<file path="src/rtl/ysyx_25030093_sram_arbiter.sv">
// Round-robin arbiter sharing one single-ported SRAM between the IFU (reads)
// and the LSU (reads and writes). One transaction owns the SRAM from grant
// until its response handshake; payloads pass straight through unregistered.
module ysyx_25030093_sram_arbiter #(
  parameter int ADDR_W = 32,
  parameter int DATA_W = 32
) (
  input  logic              clk,
  input  logic              rst_n,
  // IFU AR/R
  input  logic              IFU_arvalid,
  input  logic [ADDR_W-1:0] IFU_araddr,
  output logic              IFU_arready,
  input  logic              IFU_rready,
  output logic              IFU_rvalid,
  output logic [DATA_W-1:0] IFU_rdata,
  // LSU AR/R
  input  logic              LSU_arvalid,
  input  logic [ADDR_W-1:0] LSU_araddr,
  output logic              LSU_arready,
  input  logic              LSU_rready,
  output logic              LSU_rvalid,
  output logic [DATA_W-1:0] LSU_rdata,
  // LSU AW/W/B
  input  logic              LSU_awvalid,
  input  logic [ADDR_W-1:0] LSU_awaddr,
  output logic              LSU_awready,
  input  logic              LSU_wvalid,
  input  logic [DATA_W-1:0] LSU_wdata,
  input  logic [2:0]        LSU_wstrb,
  output logic              LSU_wready,
  input  logic              LSU_bready,
  output logic              LSU_bvalid,
  // SRAM side
  output logic              SRAM_arvalid,
  output logic [ADDR_W-1:0] SRAM_araddr,
  input  logic              SRAM_arready,
  output logic              SRAM_rready,
  input  logic              SRAM_rvalid,
  input  logic [DATA_W-1:0] SRAM_rdata,
  output logic              SRAM_awvalid,
  output logic [ADDR_W-1:0] SRAM_awaddr,
  input  logic              SRAM_awready,
  output logic              SRAM_wvalid,
  output logic [DATA_W-1:0] SRAM_wdata,
  output logic [2:0]        SRAM_wstrb,
  input  logic              SRAM_wready,
  output logic              SRAM_bready,
  input  logic              SRAM_bvalid
);

  typedef enum logic [1:0] {IDLE, IFU_RD, LSU_RD, LSU_WR} state_t;

  state_t state;
  logic   last;   // last granted master: 0 = IFU, 1 = LSU

  logic req_ifu, req_lsu_w, req_lsu;
  assign req_ifu   = IFU_arvalid;
  assign req_lsu_w = LSU_awvalid & LSU_wvalid;
  assign req_lsu   = LSU_arvalid | req_lsu_w;

  // Grant/release FSM; on contention the master that did not win last time wins
  always_ff @(posedge clk or negedge rst_n) begin
    if (!rst_n) begin
      state <= IDLE;
      last  <= 1'b1;
    end else begin
      unique case (state)
        IDLE: begin
          if (req_ifu && (!req_lsu || last)) begin
            state <= IFU_RD;
            last  <= 1'b0;
          end else if (req_lsu) begin
            // a pending write beats a simultaneous LSU read
            state <= req_lsu_w ? LSU_WR : LSU_RD;
            last  <= 1'b1;
          end
        end
        IFU_RD: if (SRAM_rvalid && IFU_rready) state <= IDLE;
        LSU_RD: if (SRAM_rvalid && LSU_rready) state <= IDLE;
        LSU_WR: if (SRAM_bvalid && LSU_bready) state <= IDLE;
      endcase
    end
  end

  // Route the granted master's channels to the SRAM; everything else is held at 0
  always_comb begin
    SRAM_arvalid = 1'b0;
    SRAM_rready  = 1'b0;
    SRAM_awvalid = 1'b0;
    SRAM_wvalid  = 1'b0;
    SRAM_bready  = 1'b0;
    SRAM_araddr  = (state == LSU_RD) ? LSU_araddr : IFU_araddr;
    SRAM_awaddr  = LSU_awaddr;
    SRAM_wdata   = LSU_wdata;
    SRAM_wstrb   = LSU_wstrb;
    IFU_arready  = 1'b0;
    IFU_rvalid   = 1'b0;
    IFU_rdata    = '0;
    LSU_arready  = 1'b0;
    LSU_rvalid   = 1'b0;
    LSU_rdata    = '0;
    LSU_awready  = 1'b0;
    LSU_wready   = 1'b0;
    LSU_bvalid   = 1'b0;
    unique case (state)
      IDLE: ;  // stale SRAM responses are dropped here
      IFU_RD: begin
        SRAM_arvalid = IFU_arvalid;
        SRAM_rready  = IFU_rready;
        IFU_arready  = SRAM_arready;
        IFU_rvalid   = SRAM_rvalid;
        IFU_rdata    = SRAM_rdata;
      end
      LSU_RD: begin
        SRAM_arvalid = LSU_arvalid;
        SRAM_rready  = LSU_rready;
        LSU_arready  = SRAM_arready;
        LSU_rvalid   = SRAM_rvalid;
        LSU_rdata    = SRAM_rdata;
      end
      LSU_WR: begin
        SRAM_awvalid = LSU_awvalid;
        SRAM_wvalid  = LSU_wvalid;
        SRAM_bready  = LSU_bready;
        LSU_awready  = SRAM_awready;
        LSU_wready   = SRAM_wready;
        LSU_bvalid   = SRAM_bvalid;
      end
    endcase
  end

endmodule

</file>
<file path="config.mk">
export PLATFORM = sky130hd
export DESIGN_NAME = ysyx_25030093_sram_arbiter
export DESIGN_NICKNAME = d
export VERILOG_FILES = /design/src/rtl/ysyx_25030093_sram_arbiter.sv
export SDC_FILE = /design/constraint.sdc
export NUM_CORES = 1
export LEC_CHECK = 0
export ABC_AREA = 1
export BUFFER_PORTS_ARGS = -buffer_cell sky130_fd_sc_hd__buf_2
export CAP_MARGIN = 20
export CORE_AREA = 2 2 137 139
export CTS_CLUSTER_SIZE = 14
export DETAILED_ROUTE_END_ITERATION = 12
export DIE_AREA = 0 0 139 141
export PLACE_DENSITY = 0.37
export SYNTH_ARGS = -nofsm -noshare
export SYNTH_HDL_FRONTEND = slang
export SYNTH_SLANG_ARGS = --single-unit
</file>
<file path="constraint.sdc">
create_clock -name clk -period 3.9 [get_ports clk]
set_input_delay 0.585 -clock clk [delete_from_list [all_inputs] [get_ports clk]]
set_output_delay 0.585 -clock clk [all_outputs]
set_load 0.01 [all_outputs]
</file>
==> results of run 1 <==
[critical path, delay by kind of cell, from the launching register on]
kind | cells | cell delay, ns
buffers and inverters | 4 | 0.60
and+or+nand+nor | 1 | 0.06
DFF | 1 | 0.40
adders and majority gates | 1 | 0.77
[metal layers]
metal  up-vias  track usage  wire length [µm]
li1       1088            -                 -
met1       899      0.07648              2899
met2       189       0.1426              4182
met3        28      0.02310              1071
met4         0      0.02286               193
met5         -            0                 0
[power groups by stage]
stage | combinational, mW | clock (mW) | sequential, mW
global route | 1.14 | 0.166 | 0.0618
CTS | 1.06 | 0.163 | 0.0599
floorplan | 0.805 | 0 | 0.0562
global placement | 1.07 | 0 | 0.0603
finish | 1.03 | 0.160 | 0.0597
detailed placement | 1.06 | 0 | 0.0603
[final cells by class]
class	instances	area share
Timing Repair Buffer	219	0.3929
Multi-Input combinational cell	143	0.3388
Inverter	81	0.1085
Tap cell	234	0.1045
Clock buffer	4	0.02812
Sequential cell	3	0.02723
[sequential cells by signal (all words and copies together), names as in the netlist]
register and cells:
state 2, last 1
[synthesized netlist by cell type]
cell type  number
mux2_4         31
dfrtp_1         2
dfstp_2         1
nor2_1          3
buf_4          67
ha_1            4
mux2_2          1
nand4_1         1
a21oi_1         3
nand2_1        98
buf_2           4
buf_6           5
inv_1          81
nand3_1         2
buf_12          3
[through the flow]
step	hold slack [ns]	setup slack (ns)	total power [mW]
finish	0.1535	1.192	1.253
global route	0.1563	1.015	1.371
CTS	0.1534	1.153	1.284
detailed placement	0.3852	1.392	1.117
global placement	0.3869	1.363	1.135
floorplan	0.2894	2.104	0.8614
[cells by family after synthesis]
logic type                 count (synthesis)  synth area share
muxes                                     32            0.2436
and+or+nand+nor                          104            0.2020
buffers and inverters                    160            0.4821
DFF                                        3           0.03901
adders and majority gates                  4           0.02558
AOI/OAI and AO/OA                          3          0.007670
[layout by cell type, fill, tap and decap left out]
| cell | instances |
|---|---|
| buf_2 | 217 |
| ha_4 | 1 |
| clkbuf_1 | 1 |
| ha_1 | 3 |
| dfstp_2 | 1 |
| nor2_1 | 3 |
| nand4_1 | 1 |
| inv_1 | 81 |
| nand2_1 | 98 |
| mux2_2 | 1 |
| dfrtp_1 | 2 |
| mux2_4 | 31 |
| a21oi_1 | 3 |
| buf_4 | 2 |
| nand3_1 | 2 |
| clkbuf_16 | 3 |
[path summary, 6_finish.rpt]
path,to,from,slack (ns)
max,LSU_rdata[13],state[0],1.19
min,state[1],rst_n,0.15
max reg2reg,state[0],state[0],2.01
min reg2reg,last,last,0.48
max in group asynchronous,last,rst_n,3.55
min in group clk,last,last,0.48
==> metrics.md, run 1 <==
| Metric | Value |
|---|---|
| Slew margin rel. | `0.3425` |
| Fin crit period | `2.708 ns` |
| Site Rows | `50` |
| FF+latch area | `76.32 µm²` |
| Synthesized Nets | `487` |
| Number of global-route vias before repair | `1850` |
| Synth top area share | `0.2570` |
| Switching power | `0.5989 mW` |
| Worst-Skew Late Latency | `0.22 ns` |
| Worst path arrival time | `2.12 ns` |
| Largest area contributor in the netlist | `buf_4` |
| Max_cap viols | `0` |
| Layout cell share with drive strength beyond 1 | `0.5689` |
| Placed cells | `680` |
| Total CTS buffers | `3` |
| GRT overflow | `0` |
| Via count | `2204` |
| Die height | `141 µm` |
| Tot GR Track Use | `0.07408` |
| Area after DPL | `2724 µm²` |
| Clock Power Share | `0.128` |
| Crit end category | `output pin` |
| Cts hold-fix bufs | `0` |
| Final std cells w/o fill | `684` |
| VDD IR-drop max | `0.1612 mV` |
| Most used cell, CP | `inv_1` |
| Post-layout instance area | `2803 µm²` |
| Post-Synthesis Cells | `306` |
| Nets | `632` |
| Vias per inst | `3.222` |
| Comb power frac | `0.824` |
| Clk pin slew, worst setup/hold paths | `0.03 ns` |
| Sw Ratio | `0.4778` |
| Final core utilization | `0.1534` |
| Die Wd | `139 µm` |
| Worst slew pin tran | `0.9863 ns` |
| Status | `finished, final reports clean` |
| Synth unique cells | `15` |
| RSZ-0062 raised after global routing | `no` |
| Final hold violation count | `0` |
| Worst Setup Start Kind | `flip-flop` |
| Core area | `18270 µm²` |
| Final Cycle Share | `0.6942` |
| Crit-path slowest cell | `ha_4` |
| CP max FO | `61` |
| Clk root buf | `clkbuf_16` |
| Worst r2r path cells | `7` |
| GPL Wtd Cong | `0.7269` |
| Register share of total power | `0.048` |
| Syn Area/Cell | `6.395 µm²` |
| Final setup viols | `0` |
| Post-route DRC violation count | `0` |
| # H-tree levels | `1` |
| Die area | `19600 µm²` |
| I/O pin cnt | `352` |
| Pins over their slew limit | `0` |
| Clock Skew | `0.00005002 ns` |
| Synth top area cells | `buf_4 26%, mux2_4 24%, nand2_1 19%` |
| Routed WL | `8.345 mm` |
| Worst Hold Class | `in -> async` |
| Sequential area share after synthesis | `0.03900` |
| Clock sink total | `3` |
| Area Growth Syn to Fin | `43.22%` |
| ANT cells | `0` |
| PwrDens | `447.2 nW/µm²` |
| Router iterations before antenna repair | `4` |
| Clock Tree Buf Depth | `2` |
| P_int | `0.6545 mW` |
| Post-detail-place hpwl | `7.373 mm` |
| Pleak | `2.186 nW` |
| Fill cell count | `2137` |
| Crit path kind | `reg -> out` |
| # Post-CTS Setup Buffers | `0` |
| Post-route ant nets | `0` |
| Largest net degree at the start of global routing | `62` |
| Setup TNS | `0 ns` |
| Port Buffers | `217` |
| CP Cell Sequence | `inv_1, ha_4, buf_4, nand2_1, inv_1, buf_2` |
| Post-synthesis instance area | `1957 µm²` |
| Yosys Warn Count | `0` |
| CTS resizes | `0` |
| Initial core utilization | `0.1071` |
| Initial antenna violation count | `0` |
| TritonCTS clock tree | `yes` |
| CP peak stage delay | `0.77 ns` |
| Wirelength per Cell | `12.20 µm` |
| WP data required | `3.31 ns` |
| First-pass GRT wire length | `11.17 mm` |
| Multi-input gate area | `949.7 µm²` |
| 1st-iter DRT viols | `48` |
| Achievable Freq | `0.3693 GHz` |
| Flops & latches, synth | `3` |
No activity file was read; power rests on OpenSTA's default activity.
==> inputs of run 2 (changes only) <==
- ABC_AREA: 1 -> 0
- CORE_AREA: 2 2 137 139 -> 2 2 136 138
- DIE_AREA: 0 0 139 141 -> 0 0 138 140
- PLACE_DENSITY: 0.37 -> 0.35
- clock period: 3.9 -> 2.69 ns (I/O delays scaled with it)
==> run 2 against run 1 <==
Synthesized area decreased by 17%. Non-clock buffer count increased by 1. Setup slack got worse by 0.95 ns. Clock skew increased by 0.00060 ns. Final cell count decreased by 14%. Combinational power increased by 26%. Synthesized cell count decreased by 30%. Core utilization decreased by 0.85 points. Sequential power increased by 53%. Sequential share of layout area increased by 0.24 points. Clock power increased by 49%. Global-route usage increased by 0.11 points.
==> metrics.md, run 2 <==
| Metric | Value |
|---|---|
| WP data required | `2.29 ns (-1.02 ns)` |
| Post-Synthesis Cells | `213 (-30%)` |
| Worst Setup Start Kind | `flip-flop` |
| Worst setup endpoint | `SRAM_araddr[31]` |
| Post-route DRC violation count | `0 (unchanged)` |
| Synth top area cells | `buf_4 31%, and2_1 28%, mux2_2 22%` |
| Worst-Skew Late Latency | `0.22 ns (about the same)` |
| Area Growth Syn to Fin | `57.98%` |
| Max_cap viols | `0 (unchanged)` |
| Pins over their slew limit | `0 (unchanged)` |
| Fill cell count | `2071 (-3.1%)` |
| Number of synthesized flops with an enable pin | `0 (unchanged)` |
| FF+latch area | `76.32 µm² (unchanged)` |
| Commonest non-fill, non-tap cell in the layout | `buf_2` |
| Count leader, synth | `and2_1` |
| VDD IR-drop max | `0.2240 mV (+39%)` |
| Multi-input gate area | `997.2 µm² (+5.0%)` |
| Clk pin slew, worst setup/hold paths | `0.03 ns (about the same)` |
| Layout cell share with drive strength beyond 1 | `0.7151 (+0.1462)` |
| Achievable Freq | `0.4086 GHz` |
| Post-detail-place hpwl | `6.852 mm (-7.1%)` |
| Worst setup path startpoint | `state[0]` |
| Worst reg2reg startpoint | `state[0]` |
| Wirelength per Cell | `13.24 µm (+8.6%)` |
| Syn Area/Cell | `7.660 µm² (+20%)` |
| CP max FO | `43 (-30%)` |
| Vias per inst | `3.264 (+1.3%)` |
| Clock sink total | `3 (unchanged)` |
| Clock Tree Buf Depth | `2 (unchanged)` |
| Min-delay src | `IFU_arvalid` |
| DRT met1 WL | `2.827 mm (-2.5%)` |
| FF-to-FF End | `state[1]` |
| TritonCTS clock tree | `yes` |
| # H-tree levels | `1 (unchanged)` |
| GPL Wtd Cong | `0.8061 (+11%)` |
| Worst r2r path cells | `6 (-1)` |
| Pleak | `1.460 nW (-33%)` |
| Nets | `540 (-15%)` |
| Via count | `1926 (-13%)` |
| Synthesized Nets | `394 (-19%)` |
| # Post-CTS Setup Buffers | `0 (unchanged)` |
| Die Wd | `138 µm (-0.72%)` |
| Regs by FF count | `state (2), last (1)` |
| Die area | `19320 µm² (-1.4%)` |
| Port Buffers | `217 (unchanged)` |
| GRT overflow | `0 (unchanged)` |
| Crit path kind | `reg -> out` |
| Initial antenna violation count | `4 (+4)` |
| Yosys Warn Count | `0 (unchanged)` |
| Tot GR Track Use | `0.07516 (+0.001085)` |
| Status | `finished, final reports clean` |
| Synth top area share | `0.3083 (+0.05125)` |
| Clk root buf | `clkbuf_16` |
| Worst path arrival time | `2.04 ns (-0.08 ns)` |
| Switching power | `0.7315 mW (+22%)` |
| Die height | `140 µm (-0.71%)` |
| Number of global-route vias before repair | `1991 (+7.6%)` |
| Largest area contributor in the netlist | `buf_4` |
| Routed WL | `7.814 mm (-6.4%)` |
| Worst Hold Class | `in -> reg` |
| Final std cells w/o fill | `590 (-14%)` |
| WL met2 | `4.019 mm (-3.9%)` |
| P_int | `0.8961 mW (+37%)` |
| Setup TNS | `0 ns (unchanged)` |
| Synth unique cells | `21 (+6)` |
| Sequential area share after synthesis | `0.04678 (+0.007777)` |
| Slew margin rel. | `0.6765 (+0.3341)` |
| Flops & latches, synth | `3 (unchanged)` |
| Post-route ant nets | `0 (unchanged)` |
| Core area | `17780 µm² (-2.7%)` |
| 1st-iter DRT viols | `63 (+31%)` |
| Comb power frac | `0.797 (-0.027)` |
| Total CTS buffers | `3 (unchanged)` |
| Most frequent cells in the layout | `217 x buf_2, 74 x and2_1, 32 x mux2_2` |
| Async set or reset register ratio after synthesis | `1.000 (unchanged)` |
| Sw Ratio | `0.4494 (-0.02840)` |
| Ys flop type | `dfrtp_1` |
| Largest net degree at the start of global routing | `44 (-29%)` |
| Worst slew pin tran | `0.4852 ns (-0.5011 ns)` |
| Placed cells | `582 (-14%)` |
| RSZ-0062 raised after global routing | `no` |
| I/O pin cnt | `352 (unchanged)` |
| Site Rows | `49 (-2.0%)` |
| Clock Power Share | `0.146 (+0.018)` |
| Largest register by flop count | `state` |
| Clock Skew | `0.0006450 ns (+0.0005950 ns)` |
| Fin crit period | `2.447 ns` |
| Final Cycle Share | `0.9097` |
| Synth cell count leaders | `74 x and2_1, 67 x buf_4, 32 x mux2_2` |
| Register share of total power | `0.056 (+0.008)` |
| First-pass GRT wire length | `11.46 mm (+2.6%)` |
| Max FFs per register | `2 (unchanged)` |
| Final setup viols | `0 (unchanged)` |
| PwrDens | `631.5 nW/µm² (+41%)` |
| Met3 WL | `785 µm (-27%)` |
| Initial core utilization | `0.09177 (-0.01536)` |
| Router iterations before antenna repair | `4 (unchanged)` |
| Final hold violation count | `0 (unchanged)` |
| Highest metal used | `met5` |
| Post-synthesis instance area | `1632 µm² (-17%)` |
| Reg2reg setup slack | `0.58 ns (-1.43 ns)` |
| Crit end category | `output pin` |
## run 2: cell types whose count changed after synthesis, sizes merged, moves of 2 or more
cell    delta
nand2b     +2
nand2     -94
and2      +74
nor2       -3
clkbuf     +9
nand3      -2
a22oi      +2
inv       -79
a22o       +2
nor2b      +2
buf        -9
## run 2: logic make-up (layout without fill, tap and decap cells)
kind of cell    after synthesis  in the layout  share of synthesized area
buf+inv                      81            226                     0.3436
fa+ha+maj                     4              4                    0.03068
flops                         3              3                    0.04678
mux                          32             32                     0.2209
compound gates               11             11                    0.04985
other cells                   0              3                          0
simple gates                 82             82                     0.3083
## run 2: stage by stage
stage	setup slack [ns]	util	hold slack [ns]	power, mW	instance area, µm²
2_1_floorplan	0.8852	-	0.1079	0.9586	1632
3_3_place_gp	0.4820	0.1396	0.2043	1.422	2481
3_5_place_dp	0.4190	0.1396	0.2042	1.422	2481
4_1_cts	0.1757	0.1445	0.4233	1.670	2570
5_1_grt	0.07103	0.1448	0.4399	1.770	2575
6_report	0.2428	0.1450	0.4114	1.628	2577
## run 2: critical path, stage by stage (launching register included)
cell	delay, ns
dfrtp_1	0.40
inv_1	0.10
ha_2	0.50
buf_12	0.28
mux2_2	0.38
buf_2	0.14
## run 2: area by class of cell
cell class | instances | share of cell area
inverter | 2 | 0.002913
sequential | 3 | 0.02961
clock buffer | 4 | 0.03058
multi-input combinational | 129 | 0.3869
timing repair buffer | 220 | 0.4359
antenna | 3 | 0.002913
tap | 229 | 0.1112
## run 2: power by group through the flow
stage / clock network (mW) / registers, mW / logic, mW
final: 0.238 / 0.0916 / 1.30
after global routing: 0.243 / 0.0964 / 1.43
after CTS: 0.241 / 0.0923 / 1.34
after detailed placement: 0 / 0.0927 / 1.33
after global placement: 0 / 0.0919 / 1.33
after floorplan: 0 / 0.0868 / 0.872
## run 2: worst min path at each step
stage / to / cells past startpoint
floorplan: state[0] / 0
global placement: state[1] / 1
CTS: last / 2
finish: last / 2
detailed placement: state[1] / 1
global route: last / 2
## run 2: repair_timing
item,4_1_cts,5_1_grt
setup endpoints to repair,0,0
endpoints found under the hold margin,2,0
hold buffers,1,0
resized for setup,0,0
## run 2: layer usage
layer  vias up  GRT usage
met5         -          0
met4         2    0.02793
met3        28    0.02291
met2       148     0.1363
met1       836    0.08266
li1        912          -
